<file path="config.mk">
export PLATFORM = sky130hd
export DESIGN_NAME = tx_burst_gen
export DESIGN_NICKNAME = d
export VERILOG_FILES = /design/src/rtl/phased_pkg.sv /design/src/rtl/tx_burst_gen.sv
export SDC_FILE = /design/constraint.sdc
export NUM_CORES = 1
export LEC_CHECK = 0
export CAP_MARGIN = 20
export CORE_UTILIZATION = 43
export CTS_CLUSTER_SIZE = 30
export DETAILED_ROUTE_END_ITERATION = 8
export PLACE_DENSITY = 0.58
export SLEW_MARGIN = 20
export SYNTH_ARGS = -nofsm -noshare
export SYNTH_HDL_FRONTEND = slang
export SYNTH_SLANG_ARGS = --single-unit
</file>
<file path="constraint.sdc">
create_clock -name clk -period 13.15 [get_ports clk]
set_input_delay 3.2875 -clock clk [delete_from_list [all_inputs] [get_ports clk]]
set_output_delay 3.2875 -clock clk [all_outputs]
set_load 0.01 [all_outputs]
</file>
<file path="src/rtl/phased_pkg.sv">
// Shared types and defaults for the phased-array transmit path.
// Used by the burst generator and by the delay-line top.
package phased_pkg;

    typedef enum logic [1:0] {
        IDLE,
        BURST,
        DRAIN,
        GAP
    } burst_state_t;

    localparam int DEF_HALF_PERIOD = 625;
    localparam int DEF_FLUSH_CLKS  = 8501;
    localparam int SEL_W           = 4;

endpackage

</file>
<file path="src/rtl/tx_burst_gen.sv">
// Square-wave carrier burst generator for the phased delay chain.
// It also gates the beam-select code so that it changes only while the chain is empty.
module tx_burst_gen
    import phased_pkg::*;
#(
    parameter int HALF_PERIOD = phased_pkg::DEF_HALF_PERIOD,
    parameter int FLUSH_CLKS  = phased_pkg::DEF_FLUSH_CLKS,
    parameter int SEL_W       = phased_pkg::SEL_W
) (
    input  logic             clk,
    input  logic             rst_n,
    input  logic             start,
    input  logic             cont,
    input  logic [7:0]       n_cycles,
    input  logic [15:0]      gap_cycles,
    input  logic [SEL_W-1:0] sel_in,
    output logic             drive,
    output logic [SEL_W-1:0] sel_out,
    output logic             busy,
    output logic             sync,
    output logic             done
);

    localparam int HW = (HALF_PERIOD > 1) ? $clog2(HALF_PERIOD) : 1;
    localparam int FW = $clog2(FLUSH_CLKS + 1);
    localparam int GW = 16 + $clog2(2 * HALF_PERIOD);
    localparam int CW = (FW > GW) ? FW : GW;

    localparam logic [HW-1:0] HCNT_LAST = HW'(HALF_PERIOD - 1);
    localparam logic [CW-1:0] FLUSH_LD  = CW'(FLUSH_CLKS - 1);
    localparam logic [CW-1:0] GAP_MUL   = CW'(2 * HALF_PERIOD);

    burst_state_t    state;
    logic [HW-1:0]   hcnt;
    logic [8:0]      hp;
    logic [8:0]      hp_inc;
    logic [7:0]      n_lat;
    logic [15:0]     gap_lat;
    logic [CW-1:0]   cnt;
    logic [CW-1:0]   gap_load;

    assign hp_inc   = hp + 9'd1;
    // Shared down-counter is loaded with length-1 so it ends on zero.
    assign gap_load = CW'(gap_lat) * GAP_MUL - CW'(1);

    always_ff @(posedge clk) begin
        if (!rst_n) begin
            state   <= IDLE;
            hcnt    <= '0;
            hp      <= '0;
            n_lat   <= '0;
            gap_lat <= '0;
            cnt     <= '0;
            drive   <= 1'b0;
            sel_out <= '0;
            busy    <= 1'b0;
            sync    <= 1'b0;
            done    <= 1'b0;
        end else begin
            sync <= 1'b0;
            done <= 1'b0;
            unique case (state)
                IDLE: begin
                    sel_out <= sel_in;
                    drive   <= 1'b0;
                    busy    <= 1'b0;
                    if ((start | cont) && n_cycles != 8'd0) begin
                        state   <= BURST;
                        n_lat   <= n_cycles;
                        gap_lat <= gap_cycles;
                        hcnt    <= '0;
                        hp      <= '0;
                        cnt     <= '0;
                        drive   <= 1'b1;
                        busy    <= 1'b1;
                        sync    <= 1'b1;
                    end
                end
                BURST: begin
                    if (hcnt == HCNT_LAST) begin
                        hcnt <= '0;
                        hp   <= hp_inc;
                        if (hp_inc == {n_lat, 1'b0}) begin
                            state <= DRAIN;
                            drive <= 1'b0;
                            cnt   <= FLUSH_LD;
                        end else begin
                            drive <= ~drive;
                        end
                    end else begin
                        hcnt <= hcnt + HW'(1);
                    end
                end
                DRAIN: begin
                    drive <= 1'b0;
                    if (cnt == '0) begin
                        done <= 1'b1;
                        if (cont && gap_lat != 16'd0) begin
                            state <= GAP;
                            cnt   <= gap_load;
                        end else begin
                            state <= IDLE;
                            busy  <= 1'b0;
                        end
                    end else begin
                        cnt <= cnt - CW'(1);
                    end
                end
                GAP: begin
                    drive <= 1'b0;
                    if (cnt == '0) begin
                        state <= IDLE;
                        busy  <= 1'b0;
                    end else begin
                        cnt <= cnt - CW'(1);
                    end
                end
                default: state <= IDLE;
            endcase
        end
    end

endmodule

</file>
; Word level (Yosys, flattened, before mapping)
; Cells that the tools add are included.
[totals]
ff_bits = 80
inputBits = 32
output_inout_bits = 8
elab_cells = 77
[op_classes]
n_addsub = 4
mul = 1
eq_ne = 13
mux = 29
n_bitwise = 2
reduce_logical = 17
[op_table]
columns = operator, count
row1 = $mux W27, 6
row2 = $pmux W27 S4, 1
row3 = $sub A27 B1 Y27 const B, 2
row4 = $logic_not A27 Y1, 1
row5 = $mul A16 B10 Y26 const B, 1
row6 = $mux W10, 2
row7 = $pmux W10 S2, 1
row8 = $mux W9, 2
row9 = $pmux W9 S2, 1
row10 = $reduce_bool A16 Y1, 1
row11 = $ne A2 B2 Y1 const B, 7
row12 = $mux W2, 6
row13 = $add A10 B1 Y10 const B, 1
row14 = $eq A10 B10 Y1 const B, 1
row15 = $reduce_and A5 Y1, 2
row16 = $add A9 B1 Y9 const B, 1
row17 = $eq A9 B9 Y1, 1
row18 = $pmux W2 S4, 1
row19 = $reduce_and A2 Y1, 4
row20 = $reduce_bool A8 Y1, 1
row21 = $mux W1, 7
row22 = $pmux W1 S3, 2
row23 = $eq A2 B2 Y1 const B, 2
row24 = $reduce_and A4 Y1, 1
row25 = 10 further kinds, 11

; Logic depth before layout (Yosys ltp)
; Gate-level depths: netlist of run 1.
[logic_depth]
word_depth = 5
mapped_depth = 22
mapped_depth_nobuf = 21

; Worst setup path after synthesis of run 1
; No wires, ideal clock.
[synth_path]
path_type = register -> register
from = register gap_lat[4]
to = register cnt[22]
setup_time_ps = 91
arrival_ps = 5213
t_required_ps = 13059
slack_ps = 7846
stages_incl_launch_ff = 21
n_path_buf = 1
period_less_slack_ps = 5304
path_cell_list = dfxtp_1 > inv_1 > fa_1 > inv_1 > ha_1 > inv_1 > fa_1 > inv_1 > ha_1 > inv_1 > fa_1 > inv_1 > ha_1 > clkbuf_1 > a21o_1 > nor4_1 > nor3_1 > or4b_4 > nand3b_4 > or4_1 > a311oi_1
[synth_between]
elab_chain_len = 5
elab_cells_between_ends = 9
classes_between = add/sub (1) / mul (1) / eq/ne (1) / mux (3) / reduce/logical (3)
[synth_lines]
columns = element, line_no
row1 = start: declaration, tx_burst_gen.sv:38  ; logic [15:0] gap_lat;
row2 = start signal: assignment, tx_burst_gen.sv:70  ; gap_lat <= gap_cycles;
row3 = $mul A16 B10 Y26, tx_burst_gen.sv:44  ; assign gap_load = CW'(gap_lat) * GAP_MUL - CW'(1);
row4 = $sub A27 B1 Y27, tx_burst_gen.sv:44
row5 = $mux W27, tx_burst_gen.sv:98  ; if (cont && gap_lat != 16'd0) begin
row6 = $mux W27, tx_burst_gen.sv:96  ; if (cnt == '0) begin
row7 = $pmux W27 S4, tx_burst_gen.sv:62  ; unique case (state)
row8 = end signal: assignment, tx_burst_gen.sv:100  ; cnt <= gap_load;
row9 = end signal: assignment, tx_burst_gen.sv:106  ; cnt <= cnt - CW'(1);
row10 = end signal: assignment, tx_burst_gen.sv:115  ; cnt <= cnt - CW'(1);
row11 = end: declaration, tx_burst_gen.sv:39  ; logic [CW-1:0] cnt;
; Several ways; a longest one is shown, not always the timed one. The select of a mux whose other input is x is not followed.
; A chain may end at the register's enable or synchronous reset.

; Worst setup path in the final report of run 1
[layout_path]
from = input cont
to = register hp[8]
[layout_between]
elab_chain_len = 4
[layout_lines]
columns = element, line_no
row1 = start: declaration, tx_burst_gen.sv:13  ; input logic cont,
row2 = $or A1 B1 Y1, tx_burst_gen.sv:67  ; if ((start | cont) && n_cycles != 8'd0) begin
row3 = $logic_and A1 B1 Y1, tx_burst_gen.sv:67
row4 = $ne A2 B2 Y1 (no line), -
row5 = $reduce_and A3 Y1 (no line), -
row6 = end signal: assignment, tx_burst_gen.sv:82  ; hp <= hp_inc;
row7 = end: declaration, tx_burst_gen.sv:35  ; logic [8:0] hp;
; Every way passes these cells.

==> results of run 1 <==
## per-stage QoR
step	setup slack [ps]	cells
3_3_place_gp	6340	1242
2_1_floorplan	7850	1007
4_1_cts	6610	1258
6_report	6660	1258
5_1_grt	6320	1258
3_5_place_dp	6260	1242
## kinds of logic (layout without fill, tap and decap cells)
| kind of cell | count (synthesis) | after routing | share of synthesized area |
|---|---|---|---|
| compound gates | 238 | 238 | 0.196 |
| xor+xnor | 49 | 49 | 0.0543 |
| fa+ha+maj | 125 | 125 | 0.231 |
| buf+inv | 156 | 178 | 0.0761 |
| flops | 80 | 80 | 0.203 |
| mux | 8 | 8 | 0.0106 |
| simple gates | 351 | 351 | 0.229 |
## cell type report
type	count	area, µm²
flip-flops and latches	80	1600
clock buffers	11	243
inverters	119	447
clock inverters	5	63.8
fillers	1813	9200
multi-input cells	771	5700
repair buffers	43	420
well taps	229	287
## routing by layer
layer,vias to the layer above,share of wire,global-route usage
met3,23,0.026,0.0221
li1,3567,-,-
met5,-,0,0
met2,128,0.46,0.360
met1,3216,0.49,0.300
met4,0,0.021,0.0794
## power breakdown
part           switching [mW]  internal (mW)  total (mW)  leakage (nW)
registers              0.0480          0.283       0.331         0.652
logic                    1.05          0.656        1.71          3.12
clock network           0.116          0.154       0.270         0.146
## how the worst max path moves through the flow
stage | start | end | slack [ps] | cells past startpoint
final | cont | hp[8] | 6660 | 10
after global routing | cont | hp[3] | 6320 | 10
after CTS | cont | hp[3] | 6610 | 10
after detailed placement | cont | hp[7] | 6260 | 10
after global placement | cont | hp[5] | 6340 | 10
after floorplan | gap_lat[4] | cnt[22] | 7850 | 20
## synthesized netlist by cell type (18+ instances only)
| library cell | count |
|---|---|
| fa_1 | 35 |
| o21ai_0 | 42 |
| clkbuf_1 | 29 |
| xor2_1 | 22 |
| nand2_1 | 94 |
| a21oi_1 | 75 |
| nand3_1 | 23 |
| or3_1 | 18 |
| ha_1 | 90 |
| inv_1 | 117 |
| nor2_1 | 89 |
| dfxtp_1 | 80 |
| xnor2_1 | 27 |
| nor3_1 | 21 |
## worst register-to-register path, cell delays in order, from the launching register on
cell,delay (ps)
dfxtp_1,460
inv_1,190
fa_1,560
inv_1,40
ha_1,260
inv_1,50
fa_1,520
inv_1,40
ha_1,260
inv_1,50
fa_1,490
inv_1,40
ha_1,490
o2111a_1,380
o2111ai_1,250
and4_1,270
a2111oi_0,940
nor4_1,280
and3_1,250
o21ai_0,260
a21oi_1,100
## registers in the layout, indices dropped and copies added, names as in the netlist
signal and cells:
sync 1, hcnt 10, n_lat 8, busy 1, done 1, sel_out 4, cnt 27, drive 1
hp 9, state 2, gap_lat 16
==> results.tsv, run 1 <==
metric	value	unit
drive_gt1_frac	0.0428	
slowest_delay	680	ps
synth_largest_area_cell	dfxtp_1	
final_area	8760	µm²
cts_buffer_depth	2	
die-area	18900	µm²
final-setup-viol-count	0	
r2r-start	gap_lat[4]	
endpoint_kind	register	
htree_num_levels	3	
r2r_end	cnt[23]	
fin_nets	1181	
wirelength	19.5	mm
p_leak	3.92	nW
total_power	2.31	mW
worstHoldEndpoint	gap_lat[11]	
cp.required	13430	ps
whs	477	ps
rrSetupSlack	6850	ps
period_needed	6490	ps
area_growth	10.9	%
syn_area	7900	µm²
vias_per_cell	5.51	
wl_per_cell	15.5	µm
antenna_found_initial	0	
dieHeight	138	µm
drt-initial-drc-count	572	
finalHoldViolations	0	
final.setup.tns	0	ps
layout_commonest_cell	inv_1	
synth_cell_type_count	81	
whs_path_depth	2	
ir_worst_vdd	0.000111	V
min_path_type	register to register	
cts_tree	yes	
async_flop_share	0	
place.gp.congestion	0.824	
die_w	138	µm
fin_util	0.488	
start_kind	primary input	
cts.sinks	80	
grt_setup_unrepaired	no	
post-dp-hpwl	14.8	mm
drv_slew	0	
arrival	6770	ps
synth-edff-count	0	
clk_latency	360	ps
start_util	0.440	
final_cell_mix	117 x inv_1, 94 x nand2_1, 90 x ha_1	
worstPathMaxFanout	26	
postSynthAreaPerCell	7.85	µm²
path_cells	clkdlybuf4s50_1, nor2_1, a21oi_1, nand2_1, o21ai_1, nand2_1, inv_1, nand2_1, or3_1, a21oi_1	
core_area	18000	µm²
grt_pass1_vias	6541	
grt_first_pass_wirelength	32.6	mm
ant_nets	0	
ys_seq_elements	80	
cp_common_cell	nand2_1	
path_buf_inv	2	
grt_max_degree	33	
grtUsageTotal	0.221	
place_area	8460	µm²
numPortBuffers	39	
maxCapViolCount	0	
path_delay_family	simple AND/OR/NAND/NOR gates	
hold_start	gap_lat[11]	
dr.pass1.iters	5	
syn_nets	1164	
post_cts_buffers	0	
antenna_cells	0	
drc_errors	0	
clk_pin_slew	70	ps
postCtsHoldBufs	0	
relSlewSlack	0.253	
placementRows	49	
path_class	primary input to register	
vias	6934	
cts_buffers	9	
synth_warnings	0	
synth.area.top_cells	dfxtp_1 20%, ha_1 14%, fa_1 8.9%	
cts_root_buf	clkbuf_16	
clock_skew	9.69	ps
pwr_density_cell	263	nW/µm²
layout_worst_path_cycle_share	0.493	
ctsResizeCount	0	
io-pin-count	40	
synthesis.instances	1007	
reg2regPathDepth	20	
yosysSeqAreaShare	0.203	
tightest_slew	1090	ps
synthFlopType	dfxtp_1	
cp_slowest_cell	nand2_1	
grt-ovfl-total	0	
yosysTopAreaCellShare	0.203	
outcome	finished clean	
fmax	154	MHz
No activity file was read; power rests on OpenSTA's default activity.
==> run 2: changes to the inputs <==
- clock period: 13.15 -> 6.2 ns (I/O delays scaled with it)
==> run 2 against run 1 <==
  * First-iteration DRC count shrank 39%
  * Design area about the same
  * Hold slack worse by 7.8 ps
==> results.tsv, run 2 (synthesis gave the netlist of run 1 again) <==
metric	value	unit	change
htree_num_levels	3		unchanged
cts_buffer_depth	2		unchanged
period_needed	5780	ps	
io-pin-count	40		unchanged
largest-register	cnt		unchanged
core_area	18000	µm²	unchanged
worst_slack	425	ps	was 6660 ps
start_kind	register		was primary input
maxCapViolCount	0		unchanged
numPortBuffers	39		unchanged
antenna_cells	0		unchanged
pwr_density_cell	559	nW/µm²	was 263 nW/µm²
start_util	0.440		unchanged
cts.sinks	80		unchanged
drt-initial-drc-count	351		was 572
cp.required	6450	ps	was 13,430 ps
final-setup-viol-count	0		unchanged
grt_pass1_vias	6512		was 6,541
drv_slew	0		unchanged
min_path_type	register to register		unchanged
ant_nets	0		unchanged
p_leak	3.92	nW	about the same
drive_gt1_frac	0.0484		was 0.0428
endpoint_kind	register		unchanged
layout_commonest_cell	inv_1		unchanged
grt_setup_unrepaired	no		unchanged
finalHoldViolations	0		unchanged
fill_cells	1823		was 1,813
cts_root_buf	clkbuf_16		unchanged
relSlewSlack	0.511		was 0.253
drc_errors	0		unchanged
place.gp.congestion	0.829		was 0.824
wirelength	19.3	mm	was 19.5 mm
total_power	4.90	mW	was 2.31 mW
fmax	173	MHz	
vias	6899		was 6,934
vias_per_cell	5.47		was 5.51
cts_tree	yes		unchanged
final_area	8760	µm²	about the same
pre_cts_slack	388	ps	was 6260 ps
tightest_slew	732	ps	was 1090 ps
post_cts_buffers	0		unchanged
antenna_found_initial	0		unchanged
stdcell_count	1262		was 1,258
die_w	138	µm	unchanged
clock_skew	5.33	ps	was 9.69 ps
placementRows	49		unchanged
top_regs	cnt: 27 flops, gap_lat: 16 flops, hcnt: 10 flops		unchanged
grt_max_degree	37		was 33
dr.pass1.iters	5		unchanged
wl_per_cell	15.3	µm	was 15.5 µm
path_class	register to register		was primary input to register
postCtsHoldBufs	0		unchanged
place_area	8490	µm²	was 8460 µm²
placed_cells	1247		was 1,242
outcome	finished clean		unchanged
layout_worst_path_cycle_share	0.932		
cts_buffers	9		unchanged
final.setup.tns	0	ps	unchanged
final_cell_mix	117 x inv_1, 94 x nand2_1, 90 x ha_1		unchanged
grt_first_pass_wirelength	32.2	mm	was 32.6 mm
ir_worst_vdd	0.000245	V	was 0.000111 V
area_growth	10.9	%	about the same
largest_reg_flops	27		unchanged
fin_nets	1186		was 1,181
post-dp-hpwl	14.9	mm	was 14.8 mm
grt-ovfl-total	0		unchanged
dieHeight	138	µm	unchanged
clk_pin_slew	60	ps	was 70 ps
arrival	6030	ps	was 6770 ps
clk_latency	350	ps	was 360 ps
grtUsageTotal	0.218		was 0.221
worstPathMaxFanout	8		was 26
die-area	18900	µm²	unchanged
run 2: changes by cell type in the layout (fill, tap and decap cells not counted), sizes merged:
cell / before / now
buf: 4 / 9
inv: 119 / 118
clkinv: 3 / 5
bufinv: 1 / 0
clkbuf: 11 / 10
run 2: report_power, final:
| group | total (mW) | leakage, nW | internal (mW) | switching, mW |
|---|---|---|---|---|
| sequential | 0.691 | 0.652 | 0.600 | 0.0911 |
| clock | 0.494 | 0.128 | 0.269 | 0.225 |
| combinational | 3.71 | 3.14 | 1.44 | 2.28 |
| total | 4.90 | 3.92 | 2.31 | 2.59 |
run 2: worst paths after layout:
| check | start | end | slack, ps | cells past startpoint |
|---|---|---|---|---|
| worst min-delay path | n_lat[0] | n_lat[0] | 470 | 2 |
| worst max register to register | gap_lat[7] | cnt[22] | 420 | 18 |
| worst min register to register | n_lat[0] | n_lat[0] | 470 | 2 |
| worst max-delay path | gap_lat[7] | cnt[22] | 420 | 18 |
run 2: stage by stage:
stage          hold WS, ps   util
2_1_floorplan          448      -
3_3_place_gp           464  0.473
3_5_place_dp           464  0.473
4_1_cts                473  0.487
5_1_grt                495  0.488
6_report               469  0.488
run 2: metal layers:
metal / vias up / share of wire / GRT usage
met5: - / 0 / 0
met4: 0 / 0.013 / 0.0537
met3: 15 / 0.029 / 0.0331
met2: 115 / 0.47 / 0.369
met1: 3205 / 0.49 / 0.288
li1: 3564 / - / -
run 2: cell type report:
cell class                 instances  area, µm²  share of cell area
clock buffer                      10        229              0.0261
clock inverter                     5       35.0             0.00400
inverter                         119        447              0.0510
multi-input combinational        771       5710               0.651
sequential                        80       1600               0.183
tap                              229        287              0.0327
timing repair buffer              48        458              0.0522
run 2: critical path: stages, from the launching register on:
cell	delay, ps
dfxtp_1	430
inv_1	170
fa_1	560
inv_1	40
ha_1	290
fa_1	490
ha_1	290
inv_1	50
fa_1	490
inv_1	40
ha_1	380
a21oi_1	200
o21ai_1	160
a2111oi_0	580
a21oi_1	210
xnor2_1	220
or3_1	350
or4_1	470
a311oi_1	250
run 2: what timing repair did:
action	4_1_cts	5_1_grt
resized for setup	0	1
endpoints found under the hold margin	0	0
endpoints found under the setup margin	0	1
